File: src/rtl/banner_pkg.sv
// banner_pkg: shared sizes and FSM state type for the banner row reader and its rotator
package banner_pkg;
  localparam int ROWS = 15;
  localparam int COLS = 70;
  localparam int WIN = 32;
  localparam int ADDR_W = 5;
  localparam int OFF_W = $clog2(COLS);
  localparam int CNT_W = $clog2(WIN);
  typedef enum logic [2:0] {IDLE, FETCH, LATCH, SHIFT, DONE} state_t;
endpackage

File: src/rtl/banner_rotate.sv
// banner_rotate: combinational rotate-left of din by amt (amt < W); ports din/amt in, dout out
module banner_rotate #(
  parameter int W = banner_pkg::COLS,
  parameter int SW = banner_pkg::OFF_W
) (
  input  logic [W-1:0]  din,
  input  logic [SW-1:0] amt,
  output logic [W-1:0]  dout
);
  logic [2*W-1:0] dbl;
  always_comb begin
    dbl = {din, din} << amt;
    dout = dbl[2*W-1:W];
  end
endmodule

File: src/rtl/banner_row_reader.sv
// banner_row_reader: fetches banner ROM rows, rotates by scroll offset, streams WIN pixels/row; ports: start/step control, rom_address/rom_data ROM side, pix_* valid/ready stream, row_idx/row_last/frame_done/busy status
module banner_row_reader
  import banner_pkg::*;
(
  input  logic              clk,
  input  logic              rst,
  input  logic              start,
  input  logic              step,
  output logic [ADDR_W-1:0] rom_address,
  input  logic [COLS-1:0]   rom_data,
  output logic              pix_data,
  output logic              pix_valid,
  input  logic              pix_ready,
  output logic [ADDR_W-1:0] row_idx,
  output logic              row_last,
  output logic              frame_done,
  output logic              busy
);
  state_t state_q, state_d;
  logic [ADDR_W-1:0] row_q, row_d, addr_q, addr_d;
  logic [CNT_W-1:0] cnt_q, cnt_d;
  logic [OFF_W-1:0] off_q, off_d;
  logic step_q, step_d;
  logic [COLS-1:0] row_buf_q, row_buf_d, rot;
  logic shift, cnt_end, row_end;

  banner_rotate #(.W(COLS), .SW(OFF_W)) u_rot (.din(rom_data), .amt(off_q), .dout(rot));

  // The row buffer shifts left on each accepted pixel, so the current pixel is always its MSB.
  always_comb begin
    shift = state_q == SHIFT;
    cnt_end = cnt_q == CNT_W'(WIN - 1);
    row_end = row_q == ADDR_W'(ROWS - 1);
    state_d = state_q;
    row_d = row_q;
    cnt_d = cnt_q;
    row_buf_d = row_buf_q;
    off_d = off_q;
    addr_d = state_q == FETCH ? row_q : addr_q;
    // A step landing in the DONE cycle survives to the next frame end.
    step_d = state_q == DONE ? step : step_q | step;
    case (state_q)
      IDLE: if (start) begin
        state_d = FETCH;
        row_d = '0;
      end
      FETCH: state_d = LATCH;
      LATCH: begin
        row_buf_d = rot;
        cnt_d = '0;
        state_d = SHIFT;
      end
      SHIFT: if (pix_ready) begin
        row_buf_d = row_buf_q << 1;
        cnt_d = cnt_q + 1'b1;
        if (cnt_end) begin
          state_d = row_end ? DONE : FETCH;
          row_d = row_end ? row_q : row_q + 1'b1;
        end
      end
      DONE: begin
        state_d = IDLE;
        off_d = !step_q ? off_q : off_q == OFF_W'(COLS - 1) ? '0 : off_q + 1'b1;
      end
      default: state_d = IDLE;
    endcase
    rom_address = state_q == FETCH ? row_q : addr_q;
    pix_valid = shift;
    pix_data = shift & row_buf_q[COLS-1];
    row_idx = shift ? row_q : '0;
    row_last = shift & cnt_end;
    frame_done = state_q == DONE;
    busy = state_q != IDLE;
  end

  always_ff @(posedge clk) begin
    if (rst) begin
      state_q <= IDLE;
      row_q <= '0;
      addr_q <= '0;
      cnt_q <= '0;
      off_q <= '0;
      step_q <= 1'b0;
      row_buf_q <= '0;
    end else begin
      state_q <= state_d;
      row_q <= row_d;
      addr_q <= addr_d;
      cnt_q <= cnt_d;
      off_q <= off_d;
      step_q <= step_d;
      row_buf_q <= row_buf_d;
    end
  end
endmodule
File: config.mk
export PLATFORM = sky130hd
export DESIGN_NAME = banner_row_reader
export DESIGN_NICKNAME = d
export VERILOG_FILES = /design/src/rtl/banner_pkg.sv /design/src/rtl/banner_rotate.sv /design/src/rtl/banner_row_reader.sv
export SDC_FILE = /design/constraint.sdc
export NUM_CORES = 1
export LEC_CHECK = 0
export CAP_MARGIN = 10
export CELL_PAD_IN_SITES_DETAIL_PLACEMENT = 1
export CELL_PAD_IN_SITES_GLOBAL_PLACEMENT = 1
export CORE_AREA = 4 4 159 161
export DETAILED_ROUTE_END_ITERATION = 10
export DIE_AREA = 0 0 163 165
export PLACE_DENSITY = 0.95
export SKIP_CTS_REPAIR_TIMING = 1
export SYNTH_ARGS = -nofsm -noshare
export SYNTH_HDL_FRONTEND = slang
export SYNTH_SLANG_ARGS = --single-unit
File: constraint.sdc
create_clock -name clk -period 4.8 [get_ports clk]
set_input_delay 0.96 -clock clk [delete_from_list [all_inputs] [get_ports clk]]
set_output_delay 0.96 -clock clk [all_outputs]
set_load 0.1 [all_outputs]
# Yosys cells after proc, flatten, opt, wreduce, memory -nomap -nowiden
# Index checks and enable logic that the tools add are counted.
[totals] ff_bits=96 word_cells=51 out_inout_bits=15 input_bits=75
[op_classes] bitwise_logic=3 n_eq_ne=11 shifts=1 addsub=3 mux=18 n_reduce_logical=8
[ops] operator="70-bit case mux with 2 select lines" count=1
[ops] operator="140-bit by 7-bit left shift with 140-bit output" count=1
[ops] operator="70-bit 2-to-1 mux" count=1
[ops] operator="5-bit 2-to-1 mux" count=7
[ops] operator="5-bit case mux with 2 select lines" count=2
[ops] operator="3-bit 2-to-1 mux" count=4
[ops] operator="3-bit case mux with 4 select lines" count=1
[ops] operator="5-bit by 1-bit adder with 5-bit output (second input constant)" count=2
[ops] operator="7-bit by 1-bit adder with 7-bit output (second input constant)" count=1
[ops] operator="7-bit == test (second input constant)" count=1
[ops] operator="7-bit 2-to-1 mux" count=1
[ops] operator="3-bit by 2-bit == test with 1-bit output (second input constant)" count=2
[ops] operator="5-bit by 4-bit == test with 1-bit output (second input constant)" count=1
[ops] operator="5-bit == test (second input constant)" count=1
[ops] operator="5-bit AND reduction" count=1
[ops] operator="2-bit by 1-bit inequality test with 1-bit output (second input constant)" count=2
[ops] operator="2-bit inequality test (second input constant)" count=2
[ops] operator="2-bit AND reduction" count=2
[ops] operator="2-bit nonzero test" count=2
[ops] operator="3-bit by 1-bit == test with 1-bit output (second input constant)" count=1
[ops] operator="3-bit == test (second input constant)" count=1
[ops] operator="3-bit logical NOT" count=1
[ops] operator="3-bit AND reduction" count=1
[ops] operator="3-bit nonzero test" count=1
[ops] operator="other kinds (3)" count=4

# Logic depth before layout (Yosys ltp)
[logic_depth] word_depth=5 mapped_depth=11 mapped_depth_nobuf=9

# Hierarchy
# Synthesis repeated with hierarchy kept, for this count alone.
[hier_totals] cells_unflattened=1345 area_unflattened_um2=11412.2
[modules_own_cells] module="banner_rotate" cells_per_inst=878 seq_area_each_um2=0.0 instances=1 area_per_inst_um2=7333.3
[modules_own_cells] module="banner_row_reader" cells_per_inst=467 seq_area_each_um2=1921.8 instances=1 area_per_inst_um2=4078.9

# Worst setup path after synthesis
# Ideal clock, no wire load.
[synth_path] path_kind="register to output" startpoint="reg state_q[1]" endpoint="out pix_data" arrival_ns=2.695 required_time_ns=3.840 stages_incl_launch_ff=6 path_slack_ns=1.145 path_cell_list="dfxtp_1 clkbuf_1 nand3b_1 inv_1 clkbuf_1 and2_1"
[synth_via] elab_chain_cells=2
[synth_rtl] element="from (decl)" line_no="banner_row_reader.sv:19" text="state_t state_q, state_d;"
[synth_rtl] element="from (signal assigned)" line_no="banner_row_reader.sv:86" text="state_q <= state_d;"
[synth_rtl] element="3-bit by 2-bit == test with 1-bit output" line_no="banner_row_reader.sv:31" text="shift = state_q == SHIFT;"
[synth_rtl] element="named net pix_valid" line_no="banner_row_reader.sv:12" text="output logic pix_valid,"
[synth_rtl] element="1-bit bitwise AND" line_no="banner_row_reader.sv:69" text="pix_data = shift & row_buf_q[COLS-1];"
[synth_rtl] element="to (decl)" line_no="banner_row_reader.sv:11" text="output logic pix_data,"
# The timed path passes the listed nets, and every way through them passes these cells.

# Worst setup path in the final report
[layout_path] startpoint="reg state_q[0]" endpoint="out rom_address[0]"
[layout_via] elab_chain_cells=2
[layout_rtl] element="3-bit by 1-bit == test with 1-bit output" line_no="banner_row_reader.sv:67" text="rom_address = state_q == FETCH ? row_q : addr_q;"
[layout_rtl] element="5-bit 2-to-1 mux" line_no="banner_row_reader.sv:67"
[layout_rtl] element="to (decl)" line_no="banner_row_reader.sv:9" text="output logic [ADDR_W-1:0] rom_address,"
# No other way between the ends.

==> flow_metrics.py <==
metrics = {
    "status": {
        "status": "complete, no violations",
    },
    "critical_path": {
        "cp_data_required_time_ns": 3.84,
        "cp-start-kind": "register",
        "crit_arrival_ns": 3.12,
        "path_class": "reg2out",
        "crit_path_end_kind": "output port",
        "cp_max_fo": 10,
    },
    "global_route": {
        "grt_max_degree": 76,
        "grt_pass1_vias": 13400,
        "grt_pass1_wl_um": 90400,
        "overflow": 0,
        "grt_usage_pct": 45.1,
        "antenna_found_initial": 1,
    },
    "cells_and_area": {
        "n_fill_cell": 2712,
        "final_nets": 1421,
        "layout-drive-gt1-share_pct": 22.1,
        "area_growth_pct": 11.5,
    },
    "route": {
        "drt_pass1_iterations": 6,
        "detail_route.wl_per_cell_um": 36.6,
        "wl_met1_um": 20900,
        "vias": 13400,
        "routed-wl-met2_um": 26300,
        "initialDrtViolationCount": 2466,
        "drcViolationCount": 0,
        "drt-vias-per-instance": 8.05,
        "top_layer": "met4",
        "wl_um": 61100,
        "wl_met3_um": 7930,
        "antenna_left": 0,
    },
    "die": {
        "die_area_um2": 26900,
        "start_util_pct": 50.4,
        "fp-row-count": 57,
        "coreArea_um2": 24000,
        "num_io_pins": 90,
        "fp.dieH_um": 165,
        "die_w_um": 163,
    },
    "timing": {
        "rsz0062_at_grt": "false",
        "slew_headroom_pct": 23.0,
        "finalMaxSlewViolations": 0,
        "finalCriticalPeriod_ns": 4.08,
        "fin_worst_skew_ns": 0.0115,
        "setup-violations-final": 0,
        "tightest_slew_ns": 1.16,
        "fmax_ghz": 0.245,
        "setup_ws_ns": 0.724,
        "setup_tns_ns": 0,
        "finalHoldViolCount": 0,
        "period_share_pct": 84.9,
    },
    "synth": {
        "synth_top_family_by_area": "multiplexers",
        "syn_inst": 1331,
        "ys_seq_area_share_pct": 15.9,
        "yosysWarnings": 0,
        "syn_avg_cell_area_um2": 9.08,
        "synthMostInstantiatedCell": "mux4_2",
        "synthFlopType": "dfxtp_1",
        "yosys-top-cells-area": "mux4_2 (24%), dfxtp_1 (16%), mux2_2 (6.1%)",
        "synth_common_cells": "mux4_2 (127), nand2_1 (119), nor2_1 (105), dfxtp_1 (96), clkbuf_1 (83)",
        "netlist.area_leader.share_pct": 23.7,
        "synth-simple-area-share_pct": 16.5,
        "synth_area_um2": 12100,
        "synth-edff-count": 0,
        "yosys.area_share.adder_pct": 0.621,
        "synth-compound-area-share_pct": 21.3,
        "ys_types": 80,
        "synthMuxAreaShare_pct": 39.1,
        "synth_top_area_cell": "mux4_2",
        "synth_nets": 1412,
        "async_flop_share_pct": 0,
        "synth-xor-area-share_pct": 0.797,
        "ys_seq_elements": 96,
    },
    "placement": {
        "portBuffers": 89,
        "hpwl_um": 46300,
        "pre_cts_ws_ns": 0.494,
        "place.gp.congestion": 1.11,
    },
    "power_and_ir_drop": {
        "power_mw": 3.77,
        "peakVddDrop_mv": 0.233,
        "power_density_nw_per_um2": 279,
        "leakage_nw": 4.59,
    },
    "flow_run": {
        "maxCapViolations": 0,
    },
    "clock_network": {
        "cts_tree": "built",
        "cts-root-buf": "clkbuf_16",
        "htreeDepth": 3,
        "cts_buffers": 9,
        "cts.sinks": 96,
        "clk_pin_slew_ns": 0.08,
        "clockBufferDepth": 2,
        "insertion_delay_ns": 0.37,
    },
    "hold_path": {
        "hp-class": "reg2reg",
    },
}
## worst max-delay path: stages (launching register included)
cell             delay [ns]
dfxtp_1                0.53
nor3b_1                0.76
mux2_2                 0.32
clkdlybuf4s50_1        1.14
## worst paths after layout
path / slack (ns) / to / startpoint / depth (start not counted)
hold / removal: 0.46 / row_buf_q[26] / row_buf_q[26] / 2
setup / recovery: 0.72 / rom_address[0] / state_q[0] / 3
setup reg to reg: 0.85 / row_buf_q[57] / off_q[3] / 6
hold reg to reg: 0.46 / row_buf_q[26] / row_buf_q[26] / 2
## cell type report
cell class	instances	area, um^2	share of cell area (%)
Sequential cell	96	1940	14.4
Clock buffer	9	225	1.67
Clock inverter	7	81.3	0.604
Tap cell	324	405	3.01
Multi-Input combinational cell	1078	9470	70.3
Timing Repair Buffer	141	1300	9.64
Antenna cell	1	2.50	0.0186
Inverter	14	52.6	0.390
## cells by family (layout without fill, tap and decap cells)
kind of cell	count (synthesis)	count (layout)
AO/OA/AOI/OAI	363	363
AND/OR/NAND/NOR	419	419
multiplexers	279	279
adder cells (fa/ha/maj)	6	6
XOR/XNOR	11	11
buffers and inverters	157	171
flip-flops	96	96
other	0	1
## metal layers
metal  vias up  track usage [%]
li1       5323                -
met1      6510             54.8
met2      1260             68.9
met3       349             11.9
met4         0             33.7
met5         -                0
## report_power, final
part           switching (mW)  total [mW]  leakage [nW]  internal (mW)
registers               0.135        1.09         0.785          0.957
clock network           0.392       0.766         0.150          0.374
logic                    1.22        1.91          3.65          0.691
## through the flow
step / instances / area, um^2 / util [%] / hold WS, ns
after global placement: 1653 / 13200 / 54.9 / 0.430
after CTS: 1669 / 13500 / 56.2 / 0.463
final: 1670 / 13500 / 56.2 / 0.457
after global routing: 1669 / 13500 / 56.2 / 0.483
after floorplan: 1331 / 12100 / - / 0.418
after detailed placement: 1653 / 13200 / 54.9 / 0.446
## flip-flops by register name, indices dropped and copies added (netlist names)
signal     cells
addr_q         5
state_q        3
row_q          5
cnt_q          5
step_q         1
off_q          7
row_buf_q     70
## cell usage in the layout, fill, tap and decap left out, types with 10 or more instances in the layout
cell type / synthesis / layout
dfxtp_1: 96 / 90
mux4_2: 127 / 127
a21oi_1: 69 / 69
buf_4: 6 / 55
a221o_1: 12 / 12
a22oi_1: 15 / 15
o21ai_0: 51 / 51
o21a_1: 13 / 13
a211o_1: 12 / 12
or3_1: 19 / 19
mux2i_1: 68 / 68
clkdlybuf4s50_1: 0 / 82
o211ai_1: 28 / 28
nor3_1: 40 / 40
nand2_1: 119 / 118
mux2_2: 66 / 66
and2_1: 18 / 18
nor2_1: 105 / 104
mux4_1: 15 / 15
inv_1: 10 / 10
o22ai_1: 23 / 23
a211oi_1: 23 / 23
o221ai_1: 10 / 10
nand3_1: 47 / 47
Note: power is estimated with default switching activity, not from simulation.
